--- config.mk ---
export PLATFORM = sky130hd
export DESIGN_NAME = reg_file_sb
export DESIGN_NICKNAME = d
export VERILOG_FILES = /design/src/rtl/rf_pkg.sv /design/src/rtl/rf_scoreboard.sv /design/src/rtl/reg_file_sb.sv
export SDC_FILE = /design/constraint.sdc
export NUM_CORES = 2
export LEC_CHECK = 0
export CELL_PAD_IN_SITES_DETAIL_PLACEMENT = 1
export CELL_PAD_IN_SITES_GLOBAL_PLACEMENT = 1
export CORE_MARGIN = 2
export CORE_UTILIZATION = 50
export DETAILED_ROUTE_END_ITERATION = 8
export DONT_BUFFER_PORTS = 1
export PLACE_DENSITY = 0.72
export SLEW_MARGIN = 20
export SYNTH_ARGS = -nofsm -noshare
export SYNTH_HDL_FRONTEND = slang
export SYNTH_SLANG_ARGS = --single-unit
--- constraint.sdc ---
create_clock -name clk -period 2.8 [get_ports clk]
set_input_delay 0.42 -clock clk [delete_from_list [all_inputs] [get_ports clk]]
set_output_delay 0.42 -clock clk [all_outputs]
set_load 0.05 [all_outputs]
--- src/rtl/rf_pkg.sv ---
// Shared types and defaults for the integer register file.
// Address width is derived from the register count.
package rf_pkg;

    localparam int XLEN_DEF  = 32;
    localparam int NREGS_DEF = 32;

    // Width of a register index; a single register still needs one bit
    function automatic int addr_width(input int nregs);
        return (nregs > 1) ? $clog2(nregs) : 1;
    endfunction

    localparam int AW_DEF = addr_width(NREGS_DEF);

    typedef logic [AW_DEF-1:0]   reg_idx_t;
    typedef logic [XLEN_DEF-1:0] xword_t;

endpackage

--- src/rtl/rf_scoreboard.sv ---
// Per-register busy bits for in-flight producers.
// Issue beats flush, flush beats writeback; register 0 is never busy.
module rf_scoreboard
    import rf_pkg::*;
#(
    parameter int NREGS = NREGS_DEF,
    parameter int AW    = addr_width(NREGS)
) (
    input  logic             clk,
    input  logic             rst,
    input  logic             issue_valid,
    input  logic [AW-1:0]    issue_rd,
    input  logic             flush,
    input  logic             wen,
    input  logic [AW-1:0]    waddr,
    output logic [NREGS-1:0] busy,
    output logic             busy_any
);

    logic [NREGS-1:0] busy_next;

    // Next busy state per register, highest-priority event first
    always_comb begin
        busy_next = busy;
        for (int r = 1; r < NREGS; r++) begin
            if (issue_valid && issue_rd == AW'(r)) begin
                busy_next[r] = 1'b1;
            end else if (flush) begin
                busy_next[r] = 1'b0;
            end else if (wen && waddr == AW'(r)) begin
                busy_next[r] = 1'b0;
            end
        end
        busy_next[0] = 1'b0;
    end

    // Busy state register with synchronous reset
    always_ff @(posedge clk) begin
        if (rst) begin
            busy <= '0;
        end else begin
            busy <= busy_next;
        end
    end

    assign busy_any = |busy[NREGS-1:1];

endmodule

--- src/rtl/reg_file_sb.sv ---
// Integer register file with write-to-read bypass and busy scoreboard.
// Outputs are forced to zero while reset is asserted.
module reg_file_sb
    import rf_pkg::*;
#(
    parameter int XLEN   = XLEN_DEF,
    parameter int NREGS  = NREGS_DEF,
    parameter int NRD    = 2,
    parameter int BYPASS = 1,
    localparam int AW    = addr_width(NREGS)
) (
    input  logic                clk,
    input  logic                rst,
    input  logic [NRD*AW-1:0]   raddr,
    output logic [NRD*XLEN-1:0] rdata,
    output logic [NRD-1:0]      rbusy,
    input  logic                wen,
    input  logic [AW-1:0]       waddr,
    input  logic [XLEN-1:0]     wdata,
    input  logic                issue_valid,
    input  logic [AW-1:0]       issue_rd,
    input  logic                flush,
    output logic                busy_any,
    input  logic [AW-1:0]       dbg_addr,
    output logic [XLEN-1:0]     dbg_data
);

    localparam bit BYP = (BYPASS != 0);

    logic [XLEN-1:0]  regs [NREGS];
    logic [NREGS-1:0] busy_vec;
    logic             busy_any_raw;

    // Register storage; entry 0 is reset to zero and never written
    always_ff @(posedge clk) begin
        if (rst) begin
            for (int r = 0; r < NREGS; r++) begin
                regs[r] <= '0;
            end
        end else if (wen && waddr != '0) begin
            regs[waddr] <= wdata;
        end
    end

    rf_scoreboard #(
        .NREGS (NREGS),
        .AW    (AW)
    ) u_sb (
        .clk         (clk),
        .rst         (rst),
        .issue_valid (issue_valid),
        .issue_rd    (issue_rd),
        .flush       (flush),
        .wen         (wen),
        .waddr       (waddr),
        .busy        (busy_vec),
        .busy_any    (busy_any_raw)
    );

    // Read ports: array lookup with optional same-cycle writeback forwarding
    always_comb begin
        rdata = '0;
        rbusy = '0;
        if (!rst) begin
            for (int i = 0; i < NRD; i++) begin
                if (BYP && wen && waddr != '0
                    && waddr == raddr[i*AW +: AW]) begin
                    rdata[i*XLEN +: XLEN] = wdata;
                    rbusy[i]              = 1'b0;
                end else begin
                    rdata[i*XLEN +: XLEN] = regs[raddr[i*AW +: AW]];
                    rbusy[i]              = busy_vec[raddr[i*AW +: AW]];
                end
            end
        end
    end

    assign busy_any = !rst && busy_any_raw;
    assign dbg_data = rst ? '0 : regs[dbg_addr];

endmodule

* After elaboration in Yosys (flattened, before gate mapping)
Memory sizes are Yosys's and may differ from the RTL's.
Cells that the tools add are included.
** Storage, ports and cells
- Bits in registers :: 32
- Memory bits (writable) :: 1024
- Input bits :: 62
- Output and inout port bits :: 99
- Word-level logic and storage cells :: 312
- Memories :: 1
** Memory list
- regs :: depth 32, bits a word 32, rd ports 3, clocked after memory_dff 0, wr ports 32, line reg_file_sb.sv:30 : logic [XLEN-1:0] regs [NREGS];
** Operators by class
- Order comparisons :: 2
- Eq/ne operators :: 64
- Muxes and demuxes :: 112
- Reduce and logical (&&, ||, !) cells :: 101
** Operator list (number)
- 5-bit == test, second input constant :: 32
- 32-bit 2-to-1 mux :: 4
- 1-bit 2-to-1 mux :: 103
- 3-bit nonzero test :: 31
- 5-bit by 4-bit == test with 1-bit output, second input constant :: 16
- 1-bit logical AND :: 66
- 64-bit 2-to-1 mux :: 1
- 5-bit by 3-bit == test with 1-bit output, second input constant :: 8
- 32-bit OR reduction :: 1
- 31-bit OR reduction :: 1
- 5-bit by 2-bit == test with 1-bit output, second input constant :: 4
- 5-bit by 6-bit less-than comparator with 1-bit output, second input constant :: 2
- 1-bit binary-select mux with 5-bit select :: 2
- 5-bit by 1-bit == test with 1-bit output, second input constant :: 2
- 5-bit == test :: 2
- 5-bit 2-to-1 mux :: 1
- 5-bit nonzero test :: 1
- 2-bit 2-to-1 mux :: 1
- 1-bit logical NOT :: 1

* Longest topological paths before layout
- Depth after elaboration :: 7
- Depth in mapped cells :: 9
- Mapped depth without buffers :: 5

* By module
From an unflattened synthesis, not the netlist that was laid out.
** Unflattened totals
- Cell total of the unflattened synthesis :: 4294
- Area, all modules :: 65293.9 sq um
** By module, submodules not included
- reg_file_sb :: instances 1, cells each 4142, area an instance 63855.0 sq um, sequential area each 30749.5 sq um
- rf_scoreboard :: instances 1, cells each 152, area an instance 1438.9 sq um, sequential area each 620.6 sq um

* Worst setup path after synthesis
No wires, ideal clock.
- Kind :: input to output
- Start point :: input raddr[5]
- End point :: output rdata[62]
- Data arrival time :: 2820 ps
- Required time :: 2380 ps
- Path slack :: -440 ps
- Stages :: 6
- Buffers on the path :: 2
- Cell sequence :: buf_4 buf_4 mux4_2 o22ai_1 or4_1 a211oi_1
** Between the ends
- Cells in the longest elaborated chain, start to end :: 4
- Elaborated cells on any way between the ends :: 5
- Classes of those cells :: eq/ne (1); mux (2); reduce/logical (1); memory (1)
** RTL lines
- start, declared :: line reg_file_sb.sv:14 : input logic [NRD*AW-1:0] raddr,
- parallel branches: the longest is 2 deep, another holds memory read 32 x 32 bit
- 32-bit 2-to-1 mux (*) :: line reg_file_sb.sv:66 : if (BYP && wen && waddr != '0
- 64-bit 2-to-1 mux (*) :: line reg_file_sb.sv:64 : if (!rst) begin
- end, declared :: line reg_file_sb.sv:15 : output logic [NRD*XLEN-1:0] rdata,
Mark *: on every way between the ends.

==> results.sh <==
export IMPL_io_buffers=0
export IMPL_fin_worst_skew_ps=0
export IMPL_yosys_cell_types_count=51
export IMPL_ys_seq_area_frac=0.488
export IMPL_dr_pass1_iters=8
export IMPL_hold_depth=3
export IMPL_placed_cells=5950
export IMPL_synth_avg_cell_area_um2=14.5
export IMPL_grtUsageMet2=0.611
export IMPL_yosys_top_cells_area="edfxtp_1 (48%), mux4_2 (26%), and2_1 (9.0%)"
export IMPL_worst_setup_path_end_kind="primary output"
export IMPL_fin_crit_ps=3270
export IMPL_cts_root_buffer="clkbuf_16"
export IMPL_tightest_slew_ps=1130
export IMPL_numCtsBuffers=121
export IMPL_via_per_inst=7.56
export IMPL_antenna_found_initial=9
export IMPL_place_hpwl_um=151000
export IMPL_die_h_um=363
export IMPL_synth_warnings=0
export IMPL_num_rows=131
export IMPL_reg2reg_depth=3
export IMPL_crit_slowest_cell="mux4_2"
export IMPL_avgRoutedWirePerCell_um=42.9
export IMPL_finalPower_mw=41.7
export IMPL_syn_to_final_growth_pct=17.3
export IMPL_h_tree_depth=3
export IMPL_setup_worst_path_start_class="flip-flop"
export IMPL_grtUsageMet1=0.531
export IMPL_grt_pass1_vias=48500
export IMPL_setup_viol=98
export IMPL_dieArea_um2=131000
export IMPL_placeableCoreArea_um2=128000
export IMPL_detail_route_antenna_nets=0
export IMPL_status="finished with violations"
export IMPL_drive_gt1_frac=0.365
export IMPL_fin_ws_ps=-473
export IMPL_cts_clk_slew_worst_paths_ps=60
export IMPL_drtIter0Drc=8076
export IMPL_r2r_start="u_sb.busy[6]"
export IMPL_grt_busiest_layer="met2"
export IMPL_layoutNonFillerInstCount=6327
export IMPL_slowest_delay_ps=530
export IMPL_gr_total_overflow=0
export IMPL_grt_setup_unrepaired="yes"
export IMPL_cp_max_fo=3
export IMPL_p_per_area_nw_per_um2=553
export IMPL_cpMostUsedCell="mux4_2"
export IMPL_clock_path_buffers=3
export IMPL_final_cell_mix="edfxtp_1 (1024), and2_1 (919), mux4_2 (731)"
export IMPL_hp_start="issue_rd[1]"
export IMPL_crit_family="multiplexers"
export IMPL_holdWs_ps=39.9
export IMPL_whs_endpoint="u_sb.busy[4]"
export IMPL_grt_pass1_wl_um=374000
export IMPL_critPathKind="flip-flop to primary output"
export IMPL_vias=47900
export IMPL_cap_violations=0
export IMPL_initial_core_util=0.504
export IMPL_synthesis_area_um2=64300
export IMPL_p_leak_nw=25.9
export IMPL_wl_um=272000
export IMPL_yosysTopAreaCell="edfxtp_1"
export IMPL_required_ps=2380
export IMPL_worst_skew_pair_late_latency_ps=740
export IMPL_nets=4613
export IMPL_gr_usage_met3=0.123
export IMPL_placed_cell_area_um2=68800
export IMPL_globalplace_congestion=0.915
export IMPL_io_pins=161
export IMPL_ys_flop_type="edfxtp_1"
export IMPL_synth_enable_flop_cells=1024
export IMPL_fmax_mhz=306
export IMPL_cts_sinks=1055
export IMPL_fp_dieW_um=363
export IMPL_drc_errors=0
export IMPL_violations="setup timing"
export IMPL_crit_chain="mux4_2 -> mux4_2 -> mux2i_2 -> buf_4 -> nor2_4 -> buf_8"
export IMPL_synth_seq_cells=1055
export IMPL_drv_slew=0
export IMPL_multi_input_area_um2=32800
export IMPL_synthCells=4419
export IMPL_arrival_ps=2850
export IMPL_n_fill_cell=11600
export IMPL_regArea_um2=31400
export IMPL_layout_commonest_cell="edfxtp_1"
export IMPL_final_cell_area_um2=75400
export IMPL_slew_headroom=0.244
export IMPL_min_path_type="primary input to flip-flop"
export IMPL_min_period_over_period=1.17
export IMPL_grt_max_degree=327
export IMPL_cts_tree="done"
export IMPL_cp_buffers_inverters=2
export IMPL_reg2reg_slack_ps=1470
export IMPL_hold_violations=0
export IMPL_synthDominantCellAreaShare=0.478
export IMPL_regToRegEndpoint="u_sb.busy[6]"
export IMPL_ir_worst_vdd_mv=0.518
export IMPL_grt_usage=0.409
export IMPL_async_flop_share=0
==> cells by family after synthesis <==
group / count (synthesis) / synth area share
and+or+nand+nor: 1347 / 0.119
buffers and inverters: 490 / 0.0320
DFF: 1055 / 0.488
other: 1 / 0.0000583
AOI/OAI and AO/OA: 491 / 0.0573
xor gates and xnor gates: 10 / 0.00136
muxes: 1025 / 0.302
==> stage by stage <==
stage	util	setup slack [ps]	setup TNS [ps]
3_5_place_dp	0.540	-250	-1170
2_1_floorplan	-	-110	-441
4_1_cts	0.584	-461	-26330
3_3_place_gp	0.540	-176	-1130
5_1_grt	0.591	-520	-29360
6_report	0.591	-473	-26790
==> cells in the mapped netlist (3+ instances only) <==
cell type and n:
a211oi_1 79, a21oi_1 61, a221oi_1 8, a22o_1 48
a22oi_1 85, a31oi_1 4, a32o_1 29, a32oi_1 18
and2_1 920, buf_1 26, buf_2 123, buf_4 11
buf_6 3, clkbuf_1 324, dfxtp_1 31, edfxtp_1 1024
mux2_2 19, mux2i_1 275, mux4_2 731, nand2_1 121
nand2b_1 33, nand3_1 23, nand3b_1 6, nand4_1 11
nor2_1 181, nor2b_1 14, nor3_1 3, nor4_1 8
o2111ai_1 16, o211ai_1 12, o21ai_0 8, o221ai_1 48
o22ai_1 68, or2_2 17, or4_1 3, xor2_1 8
==> routing by layer <==
layer,part of all wire,wire length [um],vias up
li1,-,-,17900
met1,0.35,94400,25100
met2,0.45,122000,3934
met3,0.14,36700,899
met4,0.069,18700,2
met5,0.000063,17,-
==> state kept, by name (all words and copies together), names as in the netlist <==
name and flops:
u_sb.busy 31, regs 1024
==> worst min-delay path, stage by stage <==
cell,delay (ps)
nor2_1,150
nand2_1,110
a21oi_1,50
==> worst max path at each step <==
stage                               to         start  cells past startpoint
after detailed placement     rdata[40]      raddr[5]                      9
after global routing      dbg_data[12]  regs[23][12]                      6
final                     dbg_data[16]  regs[29][16]                      6
after global placement       rdata[40]      raddr[5]                      9
after CTS                 dbg_data[10]  regs[31][10]                      4
after floorplan              rdata[32]      raddr[5]                      6
==> where the power goes <==
part	total, mW	internal [mW]	switching [mW]
sequential	18.9	18.2	0.663
clock	15.4	8.56	6.80
combinational	7.46	3.53	3.93
total	41.7	30.3	11.4
==> what timing repair did <==
action	4_1_cts	5_1_grt
endpoints found under the setup margin	98	98
pin swaps	167	71
gates resized for setup	285	98
cloned	0	5
hold buffers	38	0
hold endpoints to repair	980	0
setup buffers	65	48
==> cell type report <==
class                   instances  share of cell area
repair buffers                465              0.0719
flip-flops and latches       1055               0.416
inverters                       3            0.000149
well taps                    1662              0.0276
clock inverters                68             0.00657
clock buffers                 155              0.0421
multi-input cells            2905               0.435
diodes                         14            0.000464
No activity file was read; power rests on OpenSTA's default activity.
